### config.mk
export PLATFORM = sky130hd
export DESIGN_NAME = sequence_generator
export DESIGN_NICKNAME = d
export VERILOG_FILES = /design/src/rtl/seq_pkg.sv /design/src/rtl/pattern_tracker.sv /design/src/rtl/sequence_generator.sv
export SDC_FILE = /design/constraint.sdc
export NUM_CORES = 1
export LEC_CHECK = 0
export ABC_AREA = 0
export BUFFER_PORTS_ARGS = -buffer_cell sky130_fd_sc_hd__buf_2
export CORE_MARGIN = 4
export CORE_UTILIZATION = 34
export DETAILED_ROUTE_END_ITERATION = 10
export SLEW_MARGIN = 15
export SYNTH_ARGS = -nofsm -noshare
export SYNTH_HDL_FRONTEND = slang
export SYNTH_HIERARCHICAL = 1
export SYNTH_SLANG_ARGS = --single-unit
### constraint.sdc
create_clock -name clk -period 2.1 [get_ports clk]
set_clock_uncertainty 0.15 [all_clocks]
set_input_delay 0.42 -clock clk [delete_from_list [all_inputs] [get_ports clk]]
set_output_delay 0.42 -clock clk [all_outputs]
set_load 0.02 [all_outputs]
### src/rtl/seq_pkg.sv
// Shared types and constants for the serial test-link transmitter.
package seq_pkg;

    // Main transmit FSM
    typedef enum logic [1:0] {
        IDLE  = 2'd0,
        SHIFT = 2'd1,
        DONE  = 2'd2
    } gen_state_t;

    // Golden-model tracker for the 01[0*]1 pattern
    typedef enum logic [1:0] {
        T_IDLE     = 2'd0,
        T_ZERO     = 2'd1,
        T_ZERO_ONE = 2'd2
    } trk_state_t;

    // Saturation point, matching the two-digit display on the detector side
    localparam int unsigned CNT_MAX = 99;

endpackage

### src/rtl/pattern_tracker.sv
// Golden model of the detector: counts non-overlapping 01[0*]1 matches in
// the transmitted bit stream with a counter that saturates at CNT_MAX.
// Ports:
//   clk, rst  - clock, async active-low reset
//   clear     - restart tracking and zero the count (frame start)
//   step      - consume bit_in this cycle
//   bit_in    - serial bit being transmitted
//   count     - registered match count
module pattern_tracker
    import seq_pkg::*;
#(
    parameter int unsigned CNT_W = 7
) (
    input  logic             clk,
    input  logic             rst,
    input  logic             clear,
    input  logic             step,
    input  logic             bit_in,
    output logic [CNT_W-1:0] count
);

    localparam logic [CNT_W-1:0] SAT = CNT_W'(CNT_MAX);

    trk_state_t       state_q, state_d;
    logic [CNT_W-1:0] count_q, count_d;

    // State and count registers
    always_ff @(posedge clk or negedge rst) begin
        if (!rst) begin
            state_q <= T_IDLE;
            count_q <= '0;
        end else begin
            state_q <= state_d;
            count_q <= count_d;
        end
    end

    // Next-state: Mealy match on the third transition, counter never wraps
    always_comb begin
        state_d = state_q;
        count_d = count_q;
        if (clear) begin
            state_d = T_IDLE;
            count_d = '0;
        end else if (step) begin
            case (state_q)
                T_IDLE:     if (!bit_in) state_d = T_ZERO;
                T_ZERO:     if (bit_in)  state_d = T_ZERO_ONE;
                T_ZERO_ONE: begin
                    if (bit_in) begin
                        state_d = T_IDLE;
                        if (count_q < SAT) count_d = count_q + CNT_W'(1);
                    end
                end
                default:    state_d = T_IDLE;
            endcase
        end
    end

    assign count = count_q;

endmodule

### src/rtl/sequence_generator.sv
// Transmit side of the serial test link: accepts a parallel pattern on load,
// shifts it out LSB first one bit per enabled clock, and reports the number
// of 01[0*]1 matches the detector should see in that frame.
// Ports:
//   clk, rst        - clock, async active-low reset
//   ena             - advance enable while shifting
//   load, pattern   - frame request and frame bits (pattern[0] sent first)
//   busy            - frame in progress (SHIFT or DONE)
//   sig_out         - serial bit, valid while sig_valid
//   sig_valid       - high during SHIFT
//   done            - one-cycle pulse after the last bit is consumed
//   expected_count  - golden match count for current/last frame
module sequence_generator
    import seq_pkg::*;
#(
    parameter int unsigned WIDTH = 24,
    parameter int unsigned CNT_W = 7
) (
    input  logic             clk,
    input  logic             rst,
    input  logic             ena,
    input  logic             load,
    input  logic [WIDTH-1:0] pattern,
    output logic             busy,
    output logic             sig_out,
    output logic             sig_valid,
    output logic             done,
    output logic [CNT_W-1:0] expected_count
);

    localparam int unsigned BCW = (WIDTH > 2) ? $clog2(WIDTH) : 1;
    localparam logic [BCW-1:0] LAST = BCW'(WIDTH - 1);

    gen_state_t       state_q, state_d;
    logic [WIDTH-1:0] shreg_q, shreg_d;
    logic [BCW-1:0]   bitcnt_q, bitcnt_d;
    logic             sig_out_q, sig_out_d;
    logic             sig_valid_q, sig_valid_d;
    logic             busy_q, busy_d;
    logic             done_q, done_d;
    logic             accept_c;
    logic             consume_c;

    // State and output registers
    always_ff @(posedge clk or negedge rst) begin
        if (!rst) begin
            state_q     <= IDLE;
            shreg_q     <= '0;
            bitcnt_q    <= '0;
            sig_out_q   <= 1'b0;
            sig_valid_q <= 1'b0;
            busy_q      <= 1'b0;
            done_q      <= 1'b0;
        end else begin
            state_q     <= state_d;
            shreg_q     <= shreg_d;
            bitcnt_q    <= bitcnt_d;
            sig_out_q   <= sig_out_d;
            sig_valid_q <= sig_valid_d;
            busy_q      <= busy_d;
            done_q      <= done_d;
        end
    end

    assign accept_c  = (state_q == IDLE) && load;
    assign consume_c = (state_q == SHIFT) && ena;

    // Next-state logic; sig_out is pre-loaded with the bit that the next
    // consuming edge will see, so it is stable for the whole bit period.
    always_comb begin
        state_d   = state_q;
        shreg_d   = shreg_q;
        bitcnt_d  = bitcnt_q;
        sig_out_d = sig_out_q;
        case (state_q)
            IDLE: begin
                if (load) begin
                    state_d   = SHIFT;
                    shreg_d   = pattern;
                    bitcnt_d  = '0;
                    sig_out_d = pattern[0];
                end
            end
            SHIFT: begin
                if (ena) begin
                    shreg_d   = shreg_q >> 1;
                    bitcnt_d  = bitcnt_q + BCW'(1);
                    sig_out_d = shreg_q[1];
                    if (bitcnt_q == LAST) begin
                        state_d   = DONE;
                        bitcnt_d  = '0;
                        sig_out_d = 1'b0;
                    end
                end
            end
            DONE: begin
                state_d = IDLE;
            end
            default: begin
                state_d   = IDLE;
                sig_out_d = 1'b0;
            end
        endcase
        sig_valid_d = (state_d == SHIFT);
        busy_d      = (state_d != IDLE);
        done_d      = (state_d == DONE);
    end

    pattern_tracker #(
        .CNT_W (CNT_W)
    ) u_tracker (
        .clk    (clk),
        .rst    (rst),
        .clear  (accept_c),
        .step   (consume_c),
        .bit_in (sig_out_q),
        .count  (expected_count)
    );

    assign busy      = busy_q;
    assign sig_out   = sig_out_q;
    assign sig_valid = sig_valid_q;
    assign done      = done_q;

endmodule

==> flow_summary.yaml, run 1 <==
floorplan:
  die_x_um: 88.0
  die_area_um2: 7740
  ioPinCount: 39
  placementRows: 28
  die_h_um: 88.0
  core_area_um2: 6060
  start_util_pct: 35.9
grt:
  grt_max_degree: 44
  grt_use_total_pct: 13.4
  grt_pass1_wl_um: 7980
  grt_pass1_vias: 1662
  overflow: 0
  grt_antenna_before_repair: 0
routing:
  wl_um: 4760
  vias: 1724
  drt-pass1-iter-count: 4
  wl_per_cell_um: 14.6
  viasPerCell: 5.29
  antenna_left: 0
  drt_iter0_markers: 46
  drc: 0
worst_hold_path:
  hp-class: "in -> async"
power_and_ir_drop:
  design_power_total_w: 0.00226
  pwr_density_cell_nw_per_um2: 872
  ir_drop_v: 0.000401
  p_leak_nw: 1.33
clock_tree:
  clock_sinks: 43
  cts_tree: "yes"
  clk_latency_ps: 300
  clkTransAtPathRegs_ps: 80
  cts_resized: 0
  ctsHtreeMaxLevel: 2
  cts_hold_buf: 0
  cts-root-buf: "clkbuf_8"
  numCtsBuffers: 5
  clk_path_buf_depth: 2
synthesis:
  yosys.area_share.xor_xnor_pct: 0
  synth-simple-area-share_pct: 13.1
  postSynthCellCount: 207
  synth-seq-cells: 43
  syn_area_um2: 2170
  synthTopCellsByArea: "dfrtp_1, mux2i_1, o21ai_0"
  yosys_warnings: 6
  synth_compound_area_share_pct: 18.7
  ys.flop_type: "dfrtp_1"
  synth_top_family_by_area: "compound AO/OA/AOI/OAI gates"
  seq_area_frac_synth_pct: 49.5
  synth.avg_cell_area_um2: 10.5
  yosysTopAreaCellShare_pct: 49.5
  synth.distinct_cells: 42
  async_reset_ff_share_pct: 100
  muxShareOfSynthArea_pct: 12.7
  yosysTopAreaCell: "dfrtp_1"
  synth_edf_count: 0
  syn_nets: 237
  synth_adder_area_share_pct: 1.15
job:
  maxCapViolations: 0
cells_and_area:
  final_cell_mix: "dfrtp_1, buf_2, o21ai_0, mux2i_1, o21ai_1"
  final_common_cell: "dfrtp_1"
  diodes: 0
  drive_above_1_share_pct: 27.9
  design_area_um2: 2590
  nets: 280
  final_core_util_pct: 42.7
  synthToLayoutAreaGrowth_pct: 19.1
sta:
  maxSlewViolCount: 0
  max_freq_mhz: 488
  finalSetupViolCount: 0
  worst_slew_pin_slew_ps: 552
  final_hold_viol_count: 0
  period_share_pct: 97.6
  max-slew-margin-rel_pct: 63.2
  timing.final.crit_period_ps: 2050
  holdWs_ps: 24.5
  setup_tns_ps: 0
worst_setup_path:
  crit_slowest_cell: "or4_1"
  cp_data_required_time_ps: 2130
  crit_type: "reg -> reg"
  end_kind: "register"
  worst_path_largest_cell_delay_ps: 570
  path_max_fanout: 9
  arrival_ps: 2080
  critical_path.startpoint_type: "register"
  cp_cell_sequence: "nor2b_4 > and2_4 > nand4b_4 > or4_1 > mux2_1"
placement:
  portBuffers: 38
  gp_congestion: 0.751
  post-dp-hpwl_um: 3110
  placed_cell_area_um2: 2450
outcome:
  status: "completed"
per-layer routing:
layer | track usage (%) | vias up | share of wire [%] | wire length [um]
met1 | 18.2 | 826 | 47 | 2220
met3 | 2.54 | 4 | 5.0 | 237
met5 | 0 | - | 0 | 0
li1 | - | 850 | - | -
met2 | 20.5 | 44 | 47 | 2230
met4 | 6.28 | 0 | 1.3 | 63
cells by family after synthesis:
family | after synthesis
AO/OA/AOI/OAI | 71
AND/OR/NAND/NOR | 47
flip-flops | 43
multiplexers | 26
adder cells (fa/ha/maj) | 2
buffers and inverters | 18
path summary, 6_finish.rpt:
check                            start            endpoint  slack (ps)  depth (start not counted)
min reg2reg                shreg_q[23]         shreg_q[23]         360                          1
max in group asynchronous          rst             sig_out        1390                          2
min in group clk           pattern[23]         shreg_q[23]         200                          2
min                                rst         shreg_q[19]          20                          2
max                         state_q[1]  u_tracker/count[2]          50                          5
max reg2reg                 state_q[1]  u_tracker/count[2]          50                          5
synthesized netlist by cell type, drive strengths merged, types with 2 or more instances:
cell type / number
nand4b: 4
ha: 2
a21oi: 5
buf: 7
o31ai: 4
clkbuf: 6
a41oi: 2
nor2b: 3
a211oi: 2
inv: 5
nor3: 2
nand3: 6
mux2: 2
dfrtp: 43
nor2: 7
mux2i: 24
nand2: 9
and2: 2
or4: 4
o21ai: 53
or2: 2
repair_timing:
item / in CTS / in global routing
setup endpoints to repair: 0 / 1
buffers inserted: 0 / 3
endpoints found under the hold margin: 0 / 0
state kept, by name, indices dropped and copies added (netlist names):
name / count
shreg_q: 23
u_tracker/count: 7
bitcnt_q: 5
state_q: 2
u_tracker/state_q: 2
busy: 1
done: 1
sig_out: 1
sig_valid: 1
area by class of cell:
cell class / instances / area [um^2]
Fill cell: 609 / 3470
Sequential cell: 43 / 1080
Multi-Input combinational cell: 146 / 1010
Timing Repair Buffer: 49 / 273
Tap cell: 75 / 93.8
Clock buffer: 6 / 82.6
Clock inverter: 2 / 35.0
Inverter: 5 / 18.8
worst max-delay path: cells and delay by family, from the launching register on:
kind / cells / cell delay (ps)
multiplexers: 1 / 330
AND/OR/NAND/NOR: 4 / 1030
flip-flops: 1 / 420
metrics by stage:
| stage | std cells | setup slack [ps] |
|---|---|---|
| 2_1_floorplan | 207 | -133 |
| 3_3_place_gp | 315 | 105 |
| 3_5_place_dp | 315 | 50.1 |
| 4_1_cts | 323 | 35.8 |
| 5_1_grt | 326 | -3.55 |
| 6_report | 326 | 49.6 |
power by group:
group / total [W] / internal [W] / switching, W
logic: 0.000464 / 0.000217 / 0.000247
clock network: 0.000671 / 0.000385 / 0.000286
registers: 0.00112 / 0.000986 / 0.000137
total: 0.00226 / 0.00159 / 0.000670
No activity file was read; power rests on OpenSTA's default activity.
==> inputs of run 2 (changes only) <==
Settings changed: CORE_MARGIN 4 to not set.
==> run 2 against run 1 <==
Setup slack gained 28 ps; final cell count shrank 0.31%; non-clock buffer count shrank 1; via count shrank 0.64%; largest cell class unchanged.
==> flow_summary.yaml, run 2 (synthesized netlist as in run 1, its figures left out) <==
clock_tree:
  clock_sinks: 43
  ctsHtreeMaxLevel: 2
  cts-root-buf: "clkbuf_8"
  cts_resized: 0
  numCtsBuffers: 5
  clk_path_buf_depth: 2
  clk_latency_ps: 300
  cts_tree: "yes"
  clkTransAtPathRegs_ps: 80
sta:
  max_freq_mhz: 494
  finalSetupViolCount: 0
  maxSlewViolCount: 0
  worst_slew_pin_slew_ps: 442
  period_share_pct: 96.3
  final_hold_viol_count: 0
  rsz0062_at_grt: "no"
  max-slew-margin-rel_pct: 70.5
  timing.final.crit_period_ps: 2020
  setup_tns_ps: 0
routing:
  vias: 1713
  wl_per_cell_um: 14.5
  antenna_left: 0
  drc: 0
  wl_um: 4700
  viasPerCell: 5.27
  drt-pass1-iter-count: 4
  drt_iter0_markers: 65
worst_setup_path:
  crit_slowest_cell: "or4_1"
  cp_data_required_time_ps: 2130
  arrival_ps: 2060
  path_max_fanout: 9
  crit_type: "reg -> reg"
  critical_path.startpoint_type: "register"
  worst_path_largest_cell_delay_ps: 560
  crit_buf_inv: 0
  end_kind: "register"
  critical_path.top_delay_family: "simple AND/OR/NAND/NOR gates"
  cp_cell_sequence: "nor2b_4 > and2_4 > nand4b_4 > or4_1 > mux2_1"
floorplan:
  die_x_um: 82.0
  ioPinCount: 39
  start_util_pct: 36.1
  placementRows: 28
  die_h_um: 82.0
  die_area_um2: 6720
  core_area_um2: 6030
worst_hold_path:
  hp-class: "in -> reg"
placement:
  post-dp-hpwl_um: 3140
  gp_congestion: 0.764
  placed_cell_area_um2: 2460
  portBuffers: 38
cells_and_area:
  nets: 279
  synthToLayoutAreaGrowth_pct: 18.9
  drive_above_1_share_pct: 27.2
  final_common_cell: "dfrtp_1"
  final_core_util_pct: 42.9
  largest_reg_flops: 23
  diodes: 0
  final_cell_mix: "dfrtp_1, buf_2, o21ai_0, mux2i_1, o21ai_1"
  largest-register: "shreg_q"
  design_area_um2: 2580
grt:
  grt_pass1_wl_um: 7690
  grt_use_total_pct: 15.2
  grt_max_degree: 33
  grt_pass1_vias: 1670
  grt_antenna_before_repair: 0
  overflow: 0
power_and_ir_drop:
  pwr_density_cell_nw_per_um2: 877
  ir_drop_v: 0.000387
  p_leak_nw: 1.32
outcome:
  status: "completed"
job:
  maxCapViolations: 0
-- run 2: changes by cell type in the layout (fill, tap and decap cells not counted), sizes merged --
cell,delta
buf,-2
dlygate4sd3,+1
-- run 2: routing by layer --
| metal | vias up | GRT usage, % | part of all wire (%) |
|---|---|---|---|
| met5 | - | 0 | 0 |
| met4 | 0 | 5.79 | 1.6 |
| met3 | 8 | 3.11 | 4.0 |
| met2 | 38 | 24.7 | 46 |
| met1 | 818 | 19.7 | 48 |
| li1 | 849 | - | - |
-- run 2: path summary, 6_finish.rpt --
| kind | startpoint | to | slack [ps] | cells after the start |
|---|---|---|---|---|
| worst max-delay path | state_q[1] | u_tracker/count[2] | 80 | 5 |
| worst min-delay path | pattern[23] | shreg_q[23] | 210 | 2 |
| worst max register to register | state_q[1] | u_tracker/count[2] | 80 | 5 |
| worst min register to register | shreg_q[23] | shreg_q[23] | 360 | 1 |
| max in group asynchronous | rst | sig_valid | 800 | 3 |
| min in group asynchronous | rst | shreg_q[20] | 440 | 2 |
-- run 2: cell type report --
class	count	area (um^2)
Fill cell	602	3440
Sequential cell	43	1080
Multi-Input combinational cell	146	1010
Timing Repair Buffer	48	268
Tap cell	75	93.8
Clock buffer	6	82.6
Clock inverter	2	35.0
Inverter	5	18.8
-- run 2: stage by stage --
| step | hold slack [ps] | worst slack (ps) | cells | power, W |
|---|---|---|---|---|
| after floorplan | -25.6 | -133 | 207 | 0.00144 |
| after global placement | 218 | 106 | 316 | 0.00160 |
| after detailed placement | 226 | 77.2 | 316 | 0.00161 |
| after CTS | 197 | 66.7 | 325 | 0.00229 |
| after global routing | 197 | 12.9 | 325 | 0.00241 |
| final | 208 | 77.2 | 325 | 0.00227 |
-- run 2: power breakdown --
part / total (W) / internal (W) / leakage [nW] / switching, W
Sequential: 0.00113 / 0.000987 / 0.561 / 0.000141
Clock: 0.000672 / 0.000385 / 0.0612 / 0.000287
Combinational: 0.000467 / 0.000218 / 0.700 / 0.000249
-- run 2: repair_timing --
| item | 4_1_cts | 5_1_grt |
|---|---|---|
| hold endpoints to repair | 16 | 0 |
| setup buffers | 0 | 0 |
| hold buffers | 1 | 0 |
| endpoints found under the setup margin | 0 | 0 |
